===== config.mk =====
export PLATFORM = sky130hd
export DESIGN_NAME = uart_rx_tx_fifo_bridge
export DESIGN_NICKNAME = d
export VERILOG_FILES = /design/src/rtl/uart_pkg.sv /design/src/rtl/uart_byte_fifo.sv /design/src/rtl/uart_rx_tx_fifo_bridge.sv
export SDC_FILE = /design/constraint.sdc
export NUM_CORES = 1
export LEC_CHECK = 0
export CAP_MARGIN = 5
export CORE_ASPECT_RATIO = 1.75
export CORE_MARGIN = 2
export CORE_UTILIZATION = 25
export CTS_BUF_LIST = sky130_fd_sc_hd__clkbuf_4 sky130_fd_sc_hd__clkbuf_8 sky130_fd_sc_hd__clkbuf_16
export DETAILED_ROUTE_END_ITERATION = 8
export HOLD_SLACK_MARGIN = 0.15
export PLACE_DENSITY = 0.52
export SYNTH_ARGS = -nofsm -noshare
export SYNTH_HDL_FRONTEND = slang
export SYNTH_SLANG_ARGS = --single-unit
export TNS_END_PERCENT = 30

===== constraint.sdc =====
create_clock -name clk -period 3.36 [get_ports clk]
set_clock_uncertainty 0.1 [all_clocks]
set_input_delay 0.672 -clock clk [delete_from_list [all_inputs] [get_ports clk]]
set_output_delay 0.672 -clock clk [all_outputs]
set_load 0.005 [all_outputs]

===== src/rtl/uart_pkg.sv =====
// uart_pkg: shared UART widths, bridge defaults and transmit sequencer states
package uart_pkg;
    localparam int UART_DATA_W = 8;
    localparam int DEF_DEPTH = 16;
    localparam int DEF_BUSY_TIMEOUT = 4;
    typedef enum logic [1:0] {IDLE, ISSUE, WAIT_BUSY, WAIT_DONE} state_t;
endpackage


===== src/rtl/uart_byte_fifo.sv =====
// uart_byte_fifo: synchronous byte FIFO with level count and same-cycle push/pop
module uart_byte_fifo
    import uart_pkg::*;
#(
    parameter int DEPTH = DEF_DEPTH,
    localparam int AW = $clog2(DEPTH)
) (
    input  logic                   clk,
    input  logic                   rst,
    input  logic                   push,
    input  logic                   pop,
    input  logic [UART_DATA_W-1:0] din,
    output logic [UART_DATA_W-1:0] dout,
    output logic                   full,
    output logic                   empty,
    output logic [AW:0]            level
);
    logic [UART_DATA_W-1:0] mem [DEPTH];
    logic [AW-1:0] wr_ptr, rd_ptr;
    logic do_push, do_pop;
    assign full = level == (AW+1)'(DEPTH);
    assign empty = level == '0;
    assign do_pop = pop && !empty;
    // a pop in the same cycle frees the slot, so a push at full is still accepted
    assign do_push = push && (!full || do_pop);
    assign dout = mem[rd_ptr];
    always_ff @(posedge clk) begin
        if (rst) begin
            wr_ptr <= '0;
            rd_ptr <= '0;
            level <= '0;
        end else begin
            if (do_push) wr_ptr <= wr_ptr + 1'b1;
            if (do_pop) rd_ptr <= rd_ptr + 1'b1;
            level <= level + (AW+1)'(do_push) - (AW+1)'(do_pop);
        end
    end
    always_ff @(posedge clk)
        if (do_push) mem[wr_ptr] <= din;
endmodule


===== src/rtl/uart_rx_tx_fifo_bridge.sv =====
// uart_rx_tx_fifo_bridge: queues received bytes and hands them to the transmitter one at a time when it is idle
module uart_rx_tx_fifo_bridge
    import uart_pkg::*;
#(
    parameter int DEPTH = DEF_DEPTH,
    parameter int BUSY_TIMEOUT = DEF_BUSY_TIMEOUT,
    localparam int AW = $clog2(DEPTH)
) (
    input  logic                   clk,
    input  logic                   rst,
    input  logic                   rx_done,
    input  logic [UART_DATA_W-1:0] rx_data,
    input  logic                   tx_busy,
    output logic                   tx_en,
    output logic [UART_DATA_W-1:0] tx_data,
    output logic [AW:0]            fifo_level,
    output logic                   overflow,
    input  logic                   clear_ovf
);
    localparam int CW = $clog2(BUSY_TIMEOUT + 1);
    state_t state;
    logic [CW-1:0] cnt;
    logic [UART_DATA_W-1:0] head;
    logic full, empty, pop;
    assign pop = state == ISSUE;
    uart_byte_fifo #(.DEPTH(DEPTH)) u_fifo (
        .clk(clk),
        .rst(rst),
        .push(rx_done),
        .pop(pop),
        .din(rx_data),
        .dout(head),
        .full(full),
        .empty(empty),
        .level(fifo_level)
    );
    // head is latched on entry to ISSUE so tx_data is valid alongside tx_en; the pointer advances during ISSUE
    always_ff @(posedge clk) begin
        if (rst) begin
            state <= IDLE;
            cnt <= '0;
            tx_en <= 1'b0;
            tx_data <= '0;
            overflow <= 1'b0;
        end else begin
            overflow <= (rx_done && full && !pop) ? 1'b1 : clear_ovf ? 1'b0 : overflow;
            tx_en <= 1'b0;
            case (state)
                IDLE:
                    if (!empty && !tx_busy) begin
                        state <= ISSUE;
                        tx_en <= 1'b1;
                        tx_data <= head;
                    end
                ISSUE: state <= WAIT_BUSY;
                WAIT_BUSY:
                    if (tx_busy) begin
                        state <= WAIT_DONE;
                        cnt <= '0;
                    end else if (cnt == CW'(BUSY_TIMEOUT - 1)) begin
                        state <= IDLE;
                        cnt <= '0;
                    end else cnt <= cnt + 1'b1;
                WAIT_DONE: if (!tx_busy) state <= IDLE;
                default: state <= IDLE;
            endcase
        end
    end
endmodule


Word level (Yosys, flattened, before mapping)
Memories as Yosys holds them, arrays and structs flattened. A register that Yosys moved wholly into a read port is not among the register bits.
Cells that the tools add are included.
- memory bits (writable): 128
- logic and storage cells: 50
- input port bits: 13
- memories: 1
- bits in registers: 20
- memories (memory ; depth ; bits a word ; read ports ; clocked after memory_dff ; wr ports ; RTL line ; text):
    u_fifo.mem ; 16 ; 8 ; 1 ; 1 ; 1 ; uart_byte_fifo.sv:18 ; logic [UART_DATA_W-1:0] mem [DEPTH];
- $add $sub $neg: 5
- muxes and demuxes: 12
- bitwise operators: 1
- eq/ne operators: 8
- reduce and logical (&&, ||, !) cells: 16
- operator list (operator ; number):
    4-bit by 1-bit adder with 4-bit output (second input constant) ; 2
    2-bit two-way mux ; 4
    2-bit case mux with 4 select lines ; 1
    3-bit two-way mux ; 2
    5-bit by 1-bit adder with 5-bit output ; 1
    5-bit equality test (second input constant) ; 1
    1-bit logical AND ; 5
    5-bit logical NOT ; 1
    1-bit two-way mux ; 5
    5-bit by 1-bit subtractor with 5-bit output ; 1
    2-bit equality test (second input constant) ; 2
    1-bit logical NOT ; 4
    2-bit != test (second input constant) ; 2
    3-bit by 1-bit adder with 3-bit output (second input constant) ; 1
    3-bit by 2-bit equality test with 1-bit output (second input constant) ; 1
    3-bit != test (second input constant) ; 1
    3-bit AND reduction ; 1
    2-bit by 1-bit equality test with 1-bit output (second input constant) ; 1
    2-bit logical NOT ; 1
    2-bit AND reduction ; 1
    2-bit nonzero test ; 1
    2-bit OR reduction ; 1
    1-bit logical OR ; 1
    1-bit inverter ; 1

Longest topological paths before layout
- word-level depth: 7
- gate-level depth with buffers: 12

Hierarchy
Synthesis repeated with hierarchy kept, for this count alone.
- cells, all modules: 374
- area total of the unflattened synthesis: 6399.9 um2
- by module, submodules not included (module ; times used ; area each (um2) ; cells each ; seq. area each (um2)):
    uart_byte_fifo ; 1 ; 5819.3 ; 309 ; 4184.0
    uart_rx_tx_fifo_bridge ; 1 ; 580.6 ; 65 ; 300.3

Worst setup path after synthesis
Ideal clock, no wire load.
- path type: reg-to-reg
- start: register u_fifo.level[3]
- end: register u_fifo.level[4]
- data required time: 3.190 ns
- cell stages (with the launch flop): 13
- arrival: 2.519 ns
- buffers on the path: 0
- path slack: 0.670 ns
- period minus slack after synthesis: 2.690 ns
- cells stage by stage: dfxtp_1 -> inv_1 -> ha_1 -> nor4b_2 -> nor2_1 -> ha_1 -> inv_1 -> ha_1 -> fa_1 -> a21oi_1 -> nor2_1 -> or3_1 -> a21oi_1
- cells in the longest elaborated chain, start to end: 7
- elaborated cells between the ends (all ways): 9
- those cells by class: add/sub: 2; eq/ne: 1; reduce/logical: 6
- RTL lines (what ; RTL line ; text):
    start: declaration ; uart_byte_fifo.sv:16 ; output logic [AW:0] level
    start signal: assignment ; uart_byte_fifo.sv:35 ; level <= level + (AW+1)'(do_push) - (AW+1)'(do_pop);
    5-bit logical NOT (*) ; uart_byte_fifo.sv:22 ; assign empty = level == '0;
    1-bit logical NOT (*) ; uart_byte_fifo.sv:23 ; assign do_pop = pop && !empty;
    1-bit logical AND (*) ; uart_byte_fifo.sv:23 ;
    net u_fifo.do_pop ; uart_byte_fifo.sv:20 ; logic do_push, do_pop;
    1-bit logical OR ; uart_byte_fifo.sv:25 ; assign do_push = push && (!full || do_pop);
    1-bit logical AND ; uart_byte_fifo.sv:25 ;
    5-bit by 1-bit adder with 5-bit output ; uart_byte_fifo.sv:35 ;
    5-bit by 1-bit subtractor with 5-bit output (*) ; uart_byte_fifo.sv:35 ;
The timed path passes the listed nets; every way through them passes the cells marked *.
A chain may end at the register's enable or synchronous reset.

Final worst setup path
- start: register u_fifo.level[2]
- end: register u_fifo.level[4]
The elaborated chain is that of the path after synthesis.

==> results.sh <==
export IMPL_synth_nets=378
export IMPL_hpwl_um=8940
export IMPL_antenna_found_initial=0
export IMPL_path_clk_slew_ns=0.06
export IMPL_num_rows=76
export IMPL_crit_path_max_fanout=5
export IMPL_synth_top_cell_area_share_pct=61.8
export IMPL_synthAdderAreaFrac_pct=2.73
export IMPL_cts_hold_buf=0
export IMPL_synth_cells=352
export IMPL_drcViolationCount=0
export IMPL_yosys_area_share_xor_xnor_pct=1.27
export IMPL_postCtsSetupRepairBufs=0
export IMPL_grt_first_pass_wirelength_um=20000
export IMPL_hold_path_class="reg -> reg"
export IMPL_grt_overflow=0
export IMPL_gp_congestion=0.753
export IMPL_yosysUniqueCellTypes=37
export IMPL_cts_max_level=4
export IMPL_synth_compound_area_share_pct=3.02
export IMPL_hold_viol=0
export IMPL_power_density_nw_per_um2=658
export IMPL_max_cap_violations=0
export IMPL_synth_yosys_seq_area_share_pct=70.8
export IMPL_area_delta_synth_final_pct=22.1
export IMPL_cp_end_kind="flop"
export IMPL_regArea_um2=4410
export IMPL_outcome="completed"
export IMPL_grtUsageTotal_pct=10.6
export IMPL_wl_per_cell_um=17.8
export IMPL_synth_area_mux_share_pct=14.3
export IMPL_netlist_area_um2=6220
export IMPL_maxSlewHeadroom_pct=55.6
export IMPL_cp_arrival_ns=3.26
export IMPL_layout_drive_gt1_share_pct=22.4
export IMPL_yosys_most_used_dff="edfxtp_1"
export IMPL_worst_pin_slew_ns=0.664
export IMPL_async_flop_share_pct=0
export IMPL_dieArea_um2=26200
export IMPL_vdd_ir_drop_max_mv=0.369
export IMPL_cts_tree="built"
export IMPL_syn_mean_instance_area_um2=17.7
export IMPL_synth_area_leaders="edfxtp_1 (62%), mux4_2 (12%), dfxtp_1 (9.0%), mux2i_1 (2.7%), ha_1 (2.4%)"
export IMPL_slew_viol_final=0
export IMPL_setup_viol=0
export IMPL_fin_crit_ns=3.01
export IMPL_p_leak_nw=2.42
export IMPL_multi_input_area_um2=1680
export IMPL_grt_pass1_vias=3428
export IMPL_rsz0062_at_grt="no"
export IMPL_most_common_layout_cells="edfxtp_1 (128), mux4_2 (32), nor2_1 (27), dfxtp_1 (27), clkdlybuf4s50_1 (27)"
export IMPL_grt_max_degree=35
export IMPL_setup_tns_final_ns=0
export IMPL_cts_buffers=17
export IMPL_dr_pass1_iters=4
export IMPL_die_h_um=213
export IMPL_cp_start_kind="flop"
export IMPL_synth_enable_flop_cells=128
export IMPL_synth_simple_gate_area_share_pct=5.73
export IMPL_viasPerCell=4.36
export IMPL_pin_count=28
export IMPL_drtAntennaViolNets=0
export IMPL_synth_top_family_by_area="multiplexers"
export IMPL_criticalPathCategory="reg -> reg"
export IMPL_timing_fmax_ghz=0.333
export IMPL_routed_wl_um=13000
export IMPL_fin_total_pwr_mw=5.00
export IMPL_clockBufferDepth=2
export IMPL_synth_ff_latch_count=156
export IMPL_core_area_um2=24500
export IMPL_numPortBuffers=27
export IMPL_antenna_cells=0
export IMPL_ctsResizeCount=0
export IMPL_fp_dieW_um=123
export IMPL_worstPathRequired_ns=3.61
export IMPL_clk_latency_ns=0.42
export IMPL_clkSinkCount=156
export IMPL_yosysWarnings=0
export IMPL_finalCritPeriodShare_pct=89.5
export IMPL_fin_nets=428
export IMPL_initial_core_util_pct=25.4
export IMPL_fill_cells=2389
export IMPL_drt_iter0_drc=182
export IMPL_layout_commonest_cell="edfxtp_1"
export IMPL_yosysTopAreaCell="edfxtp_1"
export IMPL_num_vias=3171
export IMPL_cts_root_buf="clkbuf_16"
## logic make-up after synthesis
group | Yosys count
adders and majority gates | 13
DFF | 156
AOI/OAI and AO/OA | 26
xor gates and xnor gates | 9
and+or+nand+nor | 68
muxes | 49
buffers and inverters | 31
## critical path: stages, from the launching register on
cell and delay [ns]:
dfxtp_1 0.33, inv_1 0.09, ha_1 0.16, nor4b_2 0.43
nor2_1 0.16, ha_1 0.31, inv_1 0.04, ha_1 0.19
fa_1 0.40, a21oi_1 0.17, nor2_1 0.06, or3_1 0.34
a21oi_1 0.15
## synthesized netlist by cell type (6+ instances only)
cell      count
o221ai_1      7
buf_2         6
nand2_1       9
inv_1        11
nor3_1        6
ha_1         12
nand3b_1      8
mux2i_1      17
dfxtp_1      28
mux4_2       32
a21oi_1      10
xnor2_1       7
clkbuf_1     11
nor2_1       27
edfxtp_1    128
## state kept, by name (all words and copies together) (netlist names)
| signal | count |
|---|---|
| u_fifo.mem | 128 |
| tx_data | 8 |
| u_fifo.level | 5 |
| u_fifo.rd_ptr | 4 |
| u_fifo.wr_ptr | 4 |
| cnt | 3 |
| state | 2 |
| overflow | 1 |
| tx_en | 1 |
## path summary, 6_finish.rpt
check,depth (start not counted),to,slack (ns),start
setup reg to reg,12,u_fifo.level[4],0.35,u_fifo.level[2]
setup / recovery,12,u_fifo.level[4],0.35,u_fifo.level[2]
hold / removal,2,overflow,0.37,overflow
hold reg to reg,2,overflow,0.37,overflow
## area by class of cell
cell class | instances | area share, %
clock buffer | 21 | 6.91
sequential | 156 | 58.0
multi-input combinational | 165 | 22.2
tap | 312 | 5.14
inverter | 11 | 0.543
timing repair buffer | 51 | 6.09
clock inverter | 11 | 1.20
## per-stage QoR
| stage | util (%) | setup slack, ns | area [um2] | hold WS, ns | instances |
|---|---|---|---|---|---|
| after detailed placement | 28.5 | 0.358 | 6980 | 0.369 | 695 |
| after CTS | 31.0 | 0.352 | 7600 | 0.378 | 727 |
| after global placement | 28.5 | 0.433 | 6980 | 0.345 | 695 |
| final | 31.0 | 0.354 | 7600 | 0.369 | 727 |
| after floorplan | - | 0.670 | 6220 | 0.336 | 352 |
| after global routing | 31.0 | 0.149 | 7600 | 0.410 | 727 |
## layer usage
| layer | routed length (um) | global-route usage (%) | vias to the layer above |
|---|---|---|---|
| met4 | 291 | 4.98 | 0 |
| li1 | - | - | 1470 |
| met3 | 234 | 1.58 | 17 |
| met5 | 0 | 0 | - |
| met2 | 7250 | 19.4 | 48 |
| met1 | 5180 | 11.6 | 1636 |
## power by group
group	internal [mW]	switching (mW)
Combinational	0.376	0.371
Clock	1.14	0.794
Sequential	2.21	0.104
(Power assumes the default switching activity.)
